**src/rtl/cmp_pkg.sv**
```systemverilog
// Shared compare-code encoding, branch funct3 values and resolver FSM states.
package cmp_pkg;

  localparam logic [2:0] CMP_GT = 3'b100;
  localparam logic [2:0] CMP_EQ = 3'b010;
  localparam logic [2:0] CMP_LT = 3'b001;

  localparam logic [2:0] F3_BEQ  = 3'b000;
  localparam logic [2:0] F3_BNE  = 3'b001;
  localparam logic [2:0] F3_BLT  = 3'b100;
  localparam logic [2:0] F3_BGE  = 3'b101;
  localparam logic [2:0] F3_BLTU = 3'b110;
  localparam logic [2:0] F3_BGEU = 3'b111;

  typedef enum logic [1:0] {
    IDLE = 2'd0,
    RUN  = 2'd1,
    DONE = 2'd2
  } cmp_state_e;

endpackage

```
**src/rtl/cmp_code_decoder.sv**
```systemverilog
// Combinational decode of a one-hot {gt, eq, lt} compare code against a branch funct3.
module cmp_code_decoder
  import cmp_pkg::*;
(
  input  logic [2:0] cmp_code,
  input  logic [2:0] funct3,
  output logic       taken_c,
  output logic       illegal_c
);

  logic is_eq;
  logic is_gt;
  logic is_lt;

  assign is_eq = (cmp_code == CMP_EQ);
  assign is_gt = (cmp_code == CMP_GT);
  assign is_lt = (cmp_code == CMP_LT);

  always_comb begin
    taken_c   = 1'b0;
    illegal_c = 1'b0;
    case (funct3)
      F3_BEQ:           taken_c = is_eq;
      F3_BNE:           taken_c = !is_eq;
      F3_BLT, F3_BLTU:  taken_c = is_lt;
      F3_BGE, F3_BGEU:  taken_c = is_gt | is_eq;
      default:          illegal_c = 1'b1;
    endcase
  end

endmodule

```
**src/rtl/cmp_branch_resolver.sv**
```systemverilog
// Bit-serial MSB-first magnitude comparator resolving a branch funct3 to taken/not-taken.
// Optional CMP_EARLY_EXIT_EN: finish as soon as the first differing slice is seen.
module cmp_branch_resolver
  import cmp_pkg::*;
#(
  parameter int unsigned WIDTH = 32,
  parameter int unsigned STEP  = 1
) (
  input  logic             clk,
  input  logic             rst_n,
  input  logic             in_valid,
  output logic             in_ready,
  input  logic [WIDTH-1:0] op_a,
  input  logic [WIDTH-1:0] op_b,
  input  logic [2:0]       funct3,
  output logic             out_valid,
  input  logic             out_ready,
  output logic             taken,
  output logic [2:0]       cmp_code,
  output logic             illegal
);

  localparam int unsigned N  = WIDTH / STEP;
  localparam int unsigned CW = (N > 1) ? $clog2(N) : 1;

  cmp_state_e       state_q, state_d;
  logic [WIDTH-1:0] a_q, a_d;
  logic [WIDTH-1:0] b_q, b_d;
  logic [2:0]       f3_q, f3_d;
  logic [2:0]       code_q, code_d;
  logic [CW-1:0]    cnt_q, cnt_d;
  logic             out_valid_q, out_valid_d;
  logic             taken_q, taken_d;
  logic             illegal_q, illegal_d;

  logic [STEP-1:0]  a_slice;
  logic [STEP-1:0]  b_slice;
  logic [2:0]       code_run_c;
  logic             dec_taken_c;
  logic             dec_illegal_c;
  logic             signed_c;
  logic [WIDTH-1:0] msb_flip_c;
  logic             run_done_c;

  // Flipping both sign bits maps signed order onto the unsigned scan.
  assign signed_c   = (funct3 == F3_BLT) || (funct3 == F3_BGE);
  assign msb_flip_c = {signed_c, {(WIDTH-1){1'b0}}};

  // Operands shift left each RUN cycle, so the current slice is always on top.
  assign a_slice = a_q[WIDTH-1 -: STEP];
  assign b_slice = b_q[WIDTH-1 -: STEP];

  always_comb begin
    code_run_c = code_q;
    if (code_q == CMP_EQ) begin
      if (a_slice > b_slice)      code_run_c = CMP_GT;
      else if (a_slice < b_slice) code_run_c = CMP_LT;
    end
  end

  cmp_code_decoder u_dec (
    .cmp_code  (code_run_c),
    .funct3    (f3_q),
    .taken_c   (dec_taken_c),
    .illegal_c (dec_illegal_c)
  );

  always_comb begin
`ifdef CMP_EARLY_EXIT_EN
    run_done_c = (cnt_q == CW'(N - 1)) || (code_run_c != CMP_EQ);
`else
    run_done_c = (cnt_q == CW'(N - 1));
`endif
  end

  always_comb begin
    state_d     = state_q;
    a_d         = a_q;
    b_d         = b_q;
    f3_d        = f3_q;
    code_d      = code_q;
    cnt_d       = cnt_q;
    out_valid_d = out_valid_q;
    taken_d     = taken_q;
    illegal_d   = illegal_q;
    case (state_q)
      IDLE: begin
        if (in_valid) begin
          state_d = RUN;
          a_d     = op_a ^ msb_flip_c;
          b_d     = op_b ^ msb_flip_c;
          f3_d    = funct3;
          code_d  = CMP_EQ;
          cnt_d   = '0;
        end
      end
      RUN: begin
        a_d    = a_q << STEP;
        b_d    = b_q << STEP;
        code_d = code_run_c;
        cnt_d  = cnt_q + CW'(1);
        if (run_done_c) begin
          state_d     = DONE;
          cnt_d       = '0;
          out_valid_d = 1'b1;
          taken_d     = dec_taken_c;
          illegal_d   = dec_illegal_c;
        end
      end
      DONE: begin
        if (out_ready) begin
          state_d     = IDLE;
          out_valid_d = 1'b0;
        end
      end
      default: state_d = IDLE;
    endcase
  end

  always_ff @(posedge clk or negedge rst_n) begin
    if (!rst_n) begin
      state_q     <= IDLE;
      a_q         <= '0;
      b_q         <= '0;
      f3_q        <= '0;
      code_q      <= CMP_EQ;
      cnt_q       <= '0;
      out_valid_q <= 1'b0;
      taken_q     <= 1'b0;
      illegal_q   <= 1'b0;
    end else begin
      state_q     <= state_d;
      a_q         <= a_d;
      b_q         <= b_d;
      f3_q        <= f3_d;
      code_q      <= code_d;
      cnt_q       <= cnt_d;
      out_valid_q <= out_valid_d;
      taken_q     <= taken_d;
      illegal_q   <= illegal_d;
    end
  end

  assign in_ready  = (state_q == IDLE);
  assign out_valid = out_valid_q;
  assign taken     = taken_q;
  assign cmp_code  = code_q;
  assign illegal   = illegal_q;

endmodule

```
**config.mk**
```make
export PLATFORM = sky130hd
export DESIGN_NAME = cmp_branch_resolver
export DESIGN_NICKNAME = d
export VERILOG_FILES = /design/src/rtl/cmp_pkg.sv /design/src/rtl/cmp_code_decoder.sv /design/src/rtl/cmp_branch_resolver.sv
export SDC_FILE = /design/constraint.sdc
export NUM_CORES = 1
export LEC_CHECK = 0
export ABC_CLOCK_PERIOD_IN_PS = 2450
export CAP_MARGIN = 20
export CORE_ASPECT_RATIO = 1.1
export CORE_MARGIN = 3
export CORE_UTILIZATION = 27
export DETAILED_ROUTE_END_ITERATION = 10
export GPL_TIMING_DRIVEN = 0
export PLACE_DENSITY_LB_ADDON = 0.25
export SLEW_MARGIN = 10
export SYNTH_ARGS = -nofsm -noshare
export SYNTH_HDL_FRONTEND = slang
export SYNTH_SLANG_ARGS = --single-unit
```
**constraint.sdc**
```tcl
create_clock -name clk -period 2.45 [get_ports clk]
set_input_delay 0.735 -clock clk [delete_from_list [all_inputs] [get_ports clk]]
set_output_delay 0.735 -clock clk [all_outputs]
set_load 0.005 [all_outputs]
```
; ---- Word-level counts from Yosys, hierarchy flattened
; Cells that the tools add are included.
[classes]
n_reduce_logical = 14
magnitude_cmp = 2
div_mod_pow = 0
n_eq_ne = 17
n_shift = 0
bitwise = 3
multipliers = 0
n_mux = 21
addsub = 1
[op_table]
columns = operator, count
row1 = 32-bit one-hot mux with 2 select lines, 2
row2 = 32-bit 2-to-1 mux, 2
row3 = 32-bit bitwise XOR, 2
row4 = 3-bit equality test (second input constant), 7
row5 = 3-bit 2-to-1 mux, 4
row6 = 5-bit 2-to-1 mux, 2
row7 = 5-bit one-hot mux with 2 select lines, 1
row8 = 3-bit by 1-bit equality test with 1-bit output (second input constant), 2
row9 = 3-bit by 2-bit equality test with 1-bit output (second input constant), 2
row10 = 2-bit 2-to-1 mux, 3
row11 = 2-bit != test (second input constant), 3
row12 = 2-bit one-hot mux with 3 select lines, 1
row13 = 3-bit one-hot mux with 2 select lines, 1
row14 = 2-bit AND reduction, 3
row15 = 3-bit AND reduction, 2
row16 = 6-bit OR reduction, 1
row17 = 5-bit by 1-bit adder with 5-bit output (second input constant), 1
row18 = 5-bit equality test (second input constant), 1
row19 = 1-bit one-hot mux with 4 select lines, 1
row20 = 2-bit nonzero test, 2
row21 = 2-bit OR reduction, 2
row22 = 3-bit logical NOT, 1
row23 = 1-bit 2-to-1 mux, 3
row24 = 2-bit by 1-bit equality test with 1-bit output (second input constant), 1
row25 = 8 further kinds, 8
[word_totals]
latch_bits = 0
out_inout_bits = 7
mem_bits_rw = 0
mem_count = 0
inputBits = 71
elab_cells = 67
ff_bits = 80
mem_bits_ro = 0

; ---- Longest topological paths before layout
; Gate-level depths: netlist of the first run.
[depth]
ltp_word = 7
mapped_depth = 7
depth_no_buf = 7

; ---- Cells and area by module
; From an unflattened synthesis of the first run, not the netlist that was laid out.
[unflattened]
cells_unflattened = 396
hier_area_um2 = 3886.2
[modules_own_cells]
columns = module, cells_each, seq_area_each_um2, area_each_um2, n_inst
row1 = cmp_branch_resolver, 384, 2003.2, 3793.6, 1
row2 = cmp_code_decoder, 12, 0.0, 92.6, 1

; ---- Worst setup path after synthesis of the first run
; Ideal clock, no wire load.
[synth_path]
path_type = flip-flop to flip-flop
start = register a_q[31]
end = register taken_q (netlist: taken)
path_stages_with_launch = 8
path_buffers = 0
required_time_ns = 2.329
setup_ns = 0.121
synth_period_minus_slack_ns = 1.648
setup_slack_ns = 0.802
arrival_time_ns = 1.527
path_cell_list = dfrtp_1 -> inv_1 -> ha_1 -> and2b_4 -> a31oi_1 -> nor3b_1 -> a221oi_2 -> o21ai_2
[synth_via]
elab_chain_cells = 7
word_cells_on_any_way = 11
[synth_lines]
columns = item, line
row1 = start: declaration, cmp_branch_resolver.sv:27  ; logic [WIDTH-1:0] a_q, a_d;
row2 = start signal: assignment, cmp_branch_resolver.sv:123  ; a_q <= '0;
row3 = start signal: assignment, cmp_branch_resolver.sv:133  ; a_q <= a_d;
row4 = 1-bit less-than comparator, cmp_branch_resolver.sv:57  ; else if (a_slice < b_slice) code_run_c = CMP_LT;
row5 = 3-bit 2-to-1 mux, cmp_branch_resolver.sv:57
row6 = 3-bit 2-to-1 mux (*), cmp_branch_resolver.sv:56  ; if (a_slice > b_slice) code_run_c = CMP_GT;
row7 = 3-bit 2-to-1 mux (*), cmp_branch_resolver.sv:55  ; if (code_q == CMP_EQ) begin
row8 = 3-bit equality test / 3-bit by 2-bit equality test with 1-bit output (equally long branches), "cmp_code_decoder.sv:16, cmp_code_decoder.sv:15"
row9 = 1-bit OR / 1-bit logical NOT (equally long branches), "cmp_code_decoder.sv:26, cmp_code_decoder.sv:24"
row10 = 1-bit one-hot mux with 4 select lines (*), cmp_code_decoder.sv:22  ; case (funct3)
row11 = end signal: assignment, cmp_branch_resolver.sv:139  ; taken_q <= taken_d;
row12 = end: declaration, cmp_branch_resolver.sv:33  ; logic taken_q, taken_d;
; Mark *: on every way between the ends. The rest lies on a longest branch, timed or not.
; A chain may end at the register's enable or synchronous reset.

; ---- Final worst setup path of the first run
[layout_path]
start = register state_q[0]
end = output in_ready
[layout_via]
elab_chain_cells = 1
[layout_lines]
columns = item, line
row1 = start: declaration, cmp_branch_resolver.sv:26  ; cmp_state_e state_q, state_d;
row2 = start signal: assignment, cmp_branch_resolver.sv:132  ; state_q <= state_d;
row3 = 2-bit logical NOT, cmp_branch_resolver.sv:144  ; assign in_ready = (state_q == IDLE);
row4 = end: declaration, cmp_branch_resolver.sv:12  ; output logic in_ready,
; No other way between the ends.

==> flow_summary.yaml, run 1 <==
outcome:
  status: "finished, final reports clean"
worst_hold_path:
  min_path_type: "input port to async pin"
synthesis:
  syn_avg_cell_area_sq_um: 9.57
  synth_seq_cells: 80
  yosysTopAreaCell: "dfrtp_1"
  synth_compound_area_share_pct: 17.5
  yosys_warnings: 0
  synth_commonest_cells: "nand2_1, dfrtp_1, a22oi_1, nor2_1, o22ai_1"
  synthCells: 372
  synthAdderAreaFrac_pct: 1.76
  yosysSeqAreaShare_pct: 56.3
  yosysMostFrequentCell: "nand2_1"
  syn-num-nets: 448
  synthFlopType: "dfrtp_1"
  synth.area.top_cells: "dfrtp_1, nand2_1, a22oi_1, nor2_1, o22ai_1"
  synth_top_family_by_area: "simple AND/OR/NAND/NOR gates"
  synth-simple-area-share_pct: 19.6
  synth_xor_area_share_pct: 0.492
  synth-edff-count: 0
  netlist_area_sq_um: 3560
  synth_top_area_share_pct: 55.6
  yosys-mux-area-fraction_pct: 0
  synth_cell_type_count: 40
  async_flop_share_pct: 100
drt:
  routedWlPerCell_um: 14.4
  drcViolationCount: 0
  dr_total_vias: 2954
  drt_iter0_markers: 187
  firstDrtPassIters: 4
  postRouteAntennaNets: 0
  vias_per_cell: 4.75
  wl_um: 8960
worst_setup_path:
  cp.required_ns: 1.71
  worst-endpoint-arrival_ns: 1.51
  worstSetupPathType: "flip-flop to output pin"
  end_kind: "output pin"
  startpoint_type: "flip-flop"
  worstPathMaxFanout: 5
die:
  num_io_pins: 78
  coreArea_sq_um: 12800
  die_area_sq_um: 14600
  dieHeight_um: 126
  std_cell_rows: 43
  die_w_um: 115
  initial_core_util_pct: 27.9
timing:
  worst_pin_slew_ns: 0.571
  hold_viol: 0
  fin_crit_sh_pct: 91.6
  period_minus_slack_ns: 2.24
  fin_tns_setup_ns: 0
  setup_viol: 0
  slew_headroom_pct: 61.9
  slew_violations: 0
  rsz0062_at_grt: "no"
  fmax_mhz: 446
  fin_skew_ns: 0.00711
pwr:
  p_per_area_nw_per_um2: 1090
  p_comb_share_pct: 33.4
  p_switching_mw: 1.78
  pwr-share-clk_pct: 23.5
  ir_drop_mv: 0.334
  leakage_nw: 2.20
  switching_share_pct: 33.8
  pwr-share-seq_pct: 43.1
  p_int_mw: 3.49
grt:
  grt-ovfl-total: 0
  antenna_found_initial: 0
  grt_pass1_wl_um: 14700
  grt_use_total_pct: 12.9
  grt_max_degree: 43
  grt_pass1_vias: 2993
placed_design:
  port_buffers: 77
  hpwl_um: 6440
  placedInstanceArea_sq_um: 4540
  gp_congestion: 0.742
clock_network:
  cts_sinks: 80
  clk_pin_slew_worst_paths_ns: 0.06
  cts_setup_buffers: 0
  cts_buffer_depth: 2
  h-tree-depth: 3
  cts_root_buf: "clkbuf_16"
  cts_tree: "yes"
  cts_resized: 0
  cts_buffers: 9
  holdBufCountCts: 0
  worstSkewPairLatency_ns: 0.33
layout:
  diodes: 0
  nets: 537
  syn_to_final_growth_pct: 35.4
  drive_above_1_share_pct: 10.5
  design_area_sq_um: 4820
  fillers: 1295
job:
  max_cap_violations: 0
[cell type report]
type / instances / area, sq um / area share, %
sequential: 80 / 2000 / 41.6
multi-input combinational: 265 / 1400 / 29.1
timing repair buffer: 78 / 788 / 16.4
clock buffer: 12 / 256 / 5.32
tap: 157 / 196 / 4.08
buffer: 22 / 134 / 2.78
inverter: 5 / 18.8 / 0.390
clock inverter: 3 / 17.5 / 0.364
[metrics by stage]
step                      hold WS (ns)  power, mW  util [%]  setup slack [ns]  instances
after global routing             0.397       5.72      37.8             0.128        622
after global placement           0.459       4.01      35.5             -2.30        606
after floorplan                  0.439       3.46         -             0.802        372
after detailed placement         0.463       4.09      35.6             0.215        607
after CTS                        0.383       5.36      37.8             0.188        622
final                            0.368       5.27      37.8             0.207        622
[power groups by stage]
stage / registers (mW) / logic, mW / clock network [mW]
after floorplan: 2.19 / 1.27 / 0
after global placement: 2.27 / 1.74 / 0
after detailed placement: 2.29 / 1.80 / 0
after CTS: 2.28 / 1.80 / 1.29
after global routing: 2.35 / 2.02 / 1.35
final: 2.27 / 1.76 / 1.24
[sequential cells by signal (all words and copies together), names as in the netlist]
| register | flops |
|---|---|
| a_q | 32 |
| b_q | 32 |
| cnt_q | 5 |
| cmp_code | 3 |
| f3_q | 3 |
| state_q | 2 |
| illegal | 1 |
| out_valid | 1 |
| taken | 1 |
[routing by layer]
| layer | vias up | GRT usage (%) | wire length, um |
|---|---|---|---|
| met5 | - | 0 | 0 |
| met2 | 63 | 20.4 | 4230 |
| met1 | 1411 | 17.1 | 4150 |
| met4 | 0 | 6.22 | 198 |
| li1 | 1466 | - | - |
| met3 | 14 | 2.19 | 378 |
[final timing paths]
kind | cells after the start | slack, ns | endpoint | start
max in group asynchronous | 2 | 1.43 | cmp_code[1] | rst_n
max reg2reg | 7 | 0.63 | taken | a_q[31]
min reg2reg | 2 | 0.47 | a_q[13] | a_q[13]
min in group clk | 2 | 0.47 | a_q[13] | a_q[13]
min | 1 | 0.37 | a_q[23] | rst_n
max | 2 | 0.21 | in_ready | state_q[0]
[cells by family after synthesis]
| logic type | count (synthesis) |
|---|---|
| XOR/XNOR | 2 |
| buffers and inverters | 27 |
| AO/OA/AOI/OAI | 88 |
| AND/OR/NAND/NOR | 170 |
| flip-flops | 80 |
| adder cells (fa/ha/maj) | 5 |
[layout by cell type, fill, tap and decap left out, types with 4 or more instances in the layout]
cell type          n
a21oi_1            8
a22oi_1           46
buf_2             13
buf_4              7
clkbuf_16          9
clkdlybuf4s50_1   76
dfrtp_1           79
ha_1               5
inv_1              4
nand2_1          109
nand3_1            4
nor2_1            39
o21ai_1            5
o22ai_1           16
[worst max-delay path, cell delays in order (launching register included)]
cell	delay (ns)
dfrtp_1	0.42
nor2_2	0.22
clkdlybuf4s50_1	0.54
(Power assumes the default switching activity.)
==> run 2: changes to the inputs <==
--- a/config.mk
+++ b/config.mk
@@ -11,9 +11,10 @@
 export CORE_MARGIN = 3
 export CORE_UTILIZATION = 27
 export DETAILED_ROUTE_END_ITERATION = 10
+export GPL_ROUTABILITY_DRIVEN = 0
 export GPL_TIMING_DRIVEN = 0
 export PLACE_DENSITY_LB_ADDON = 0.25
-export SLEW_MARGIN = 10
+export SLEW_MARGIN = 25
 export SYNTH_ARGS = -nofsm -noshare
 export SYNTH_HDL_FRONTEND = slang
 export SYNTH_SLANG_ARGS = --single-unit
==> results of run 2 <==
Same layout as run 1: the final DEF is identical, and so are final timing and power.
==> run 3: changes to the inputs <==
--- a/config.mk
+++ b/config.mk
@@ -7,7 +7,6 @@
 export LEC_CHECK = 0
 export ABC_CLOCK_PERIOD_IN_PS = 2450
 export CAP_MARGIN = 20
-export CORE_ASPECT_RATIO = 1.1
 export CORE_MARGIN = 3
 export CORE_UTILIZATION = 27
 export DETAILED_ROUTE_END_ITERATION = 10
==> flow_summary.yaml, run 3 (synthesis gave the netlist of run 1 again) <==
timing:
  period_minus_slack_ns: 2.25
  slew_headroom_pct: 63.6
  worst_pin_slew_ns: 0.545
  fmax_mhz: 445
  fin_tns_setup_ns: 0
  whs_ns: 0.277
  slew_violations: 0
  fin_skew_ns: 0.00406
  fin_crit_sh_pct: 91.7
  hold_viol: 0
  setup_viol: 0
  rsz0062_at_grt: "no"
job:
  max_cap_violations: 0
worst_setup_path:
  startpoint_type: "flip-flop"
  slowest_stage: "clkdlybuf4s50_1"
  worstPathMaxFanout: 5
  worst-endpoint-arrival_ns: 1.51
  path_cells: "nor2_2 -> clkdlybuf4s50_1"
  slowest_delay_ns: 0.54
  end_kind: "output pin"
  r2r_setup_slack_ns: 0.61
  rr_worst_depth: 7
  worst-path-buf-inv: 1
  crit_family: "buffers and inverters"
  r2r-end: "taken"
  worstSetupPathType: "flip-flop to output pin"
  cp.required_ns: 1.71
  r2r_start: "a_q[31]"
die:
  initial_core_util_pct: 27.9
  dieHeight_um: 121
  coreArea_sq_um: 12800
  die_w_um: 121
  num_io_pins: 78
  std_cell_rows: 41
  die_area_sq_um: 14600
pwr:
  ir_drop_mv: 0.327
  leakage_nw: 2.22
  p_total_mw: 5.44
  p_per_area_nw_per_um2: 1110
grt:
  antenna_found_initial: 0
  grt-ovfl-total: 0
  grt_max_degree: 51
  grt_use_total_pct: 13.0
  grt_pass1_vias: 3005
  grt_pass1_wl_um: 15000
drt:
  dr_total_vias: 2960
  vias_per_cell: 4.64
  drt_iter0_markers: 169
  firstDrtPassIters: 4
  wl_um: 9070
  drcViolationCount: 0
  postRouteAntennaNets: 0
  routedWlPerCell_um: 14.2
layout:
  design_area_sq_um: 4880
  top_regs: "a_q (32), b_q (32), cnt_q (5)"
  diodes: 0
  drive_above_1_share_pct: 10.7
  syn_to_final_growth_pct: 37.2
  layout_commonest_cell: "nand2_1"
  final_cell_mix: "nand2_1, dfrtp_1, clkdlybuf4s50_1"
  nets: 537
  final_util_pct: 38.2
  fillers: 1279
clock_network:
  clk_pin_slew_worst_paths_ns: 0.06
  cts_resized: 0
  cts_tree: "yes"
  cts_root_buf: "clkbuf_16"
  cts_setup_buffers: 0
  cts_buffers: 9
  holdBufCountCts: 0
  worstSkewPairLatency_ns: 0.33
  cts_sinks: 80
  cts_buffer_depth: 2
  h-tree-depth: 3
placed_design:
  port_buffers: 77
  hpwl_um: 6410
  placedInstanceArea_sq_um: 4570
worst_hold_path:
  min_path_type: "input port to async pin"
outcome:
  status: "finished, final reports clean"
==> run 3: worst max-delay path by stage <==
stage / to / depth (start not counted) / from / slack [ns]
floorplan: taken / 7 / a_q[31] / 0.80
global placement: b_q[12] / 1 / rst_n / -2.39
detailed placement: a_q[30] / 5 / in_valid / 0.26
CTS: in_ready / 2 / state_q[0] / 0.19
global route: in_ready / 2 / state_q[0] / 0.17
finish: in_ready / 2 / state_q[0] / 0.20
==> run 3: where the power goes <==
part / switching, mW / internal [mW] / leakage (nW)
Sequential: 0.362 / 1.91 / 0.999
Clock: 0.548 / 0.848 / 0.149
Combinational: 0.921 / 0.851 / 1.07
Total: 1.83 / 3.61 / 2.22
==> run 3: per-layer routing <==
| layer | global-route usage, % | routed length [um] | share of wire (%) |
|---|---|---|---|
| met1 | 17.1 | 4190 | 46 |
| met2 | 21.2 | 4390 | 48 |
| met3 | 3.04 | 371 | 4.1 |
| met4 | 4.18 | 127 | 1.4 |
| met5 | 0 | 0 | 0 |
==> run 3: through the flow <==
step,setup WS (ns),cells
3_5_place_dp,0.260,622
2_1_floorplan,0.802,372
3_3_place_gp,-2.39,621
5_1_grt,0.169,638
4_1_cts,0.185,638
6_report,0.203,638
==> run 3: worst register-to-register path, cell delays in order, from the launching register on <==
cell,delay [ns]
dfrtp_1,0.39
inv_1,0.08
ha_1,0.31
and2b_4,0.26
a31oi_1,0.12
nor3b_1,0.18
a221oi_2,0.32
o21ai_2,0.07
==> run 3: final cells by class <==
type,count,area (sq um),share of cell area [%]
clock inverters,4,51.3,1.05
flip-flops and latches,80,2000,41.0
clock buffers,12,256,5.26
plain buffers,22,134,2.74
repair buffers,78,800,16.4
inverters,5,18.8,0.385
well taps,172,215,4.41
multi-input cells,265,1400,28.7
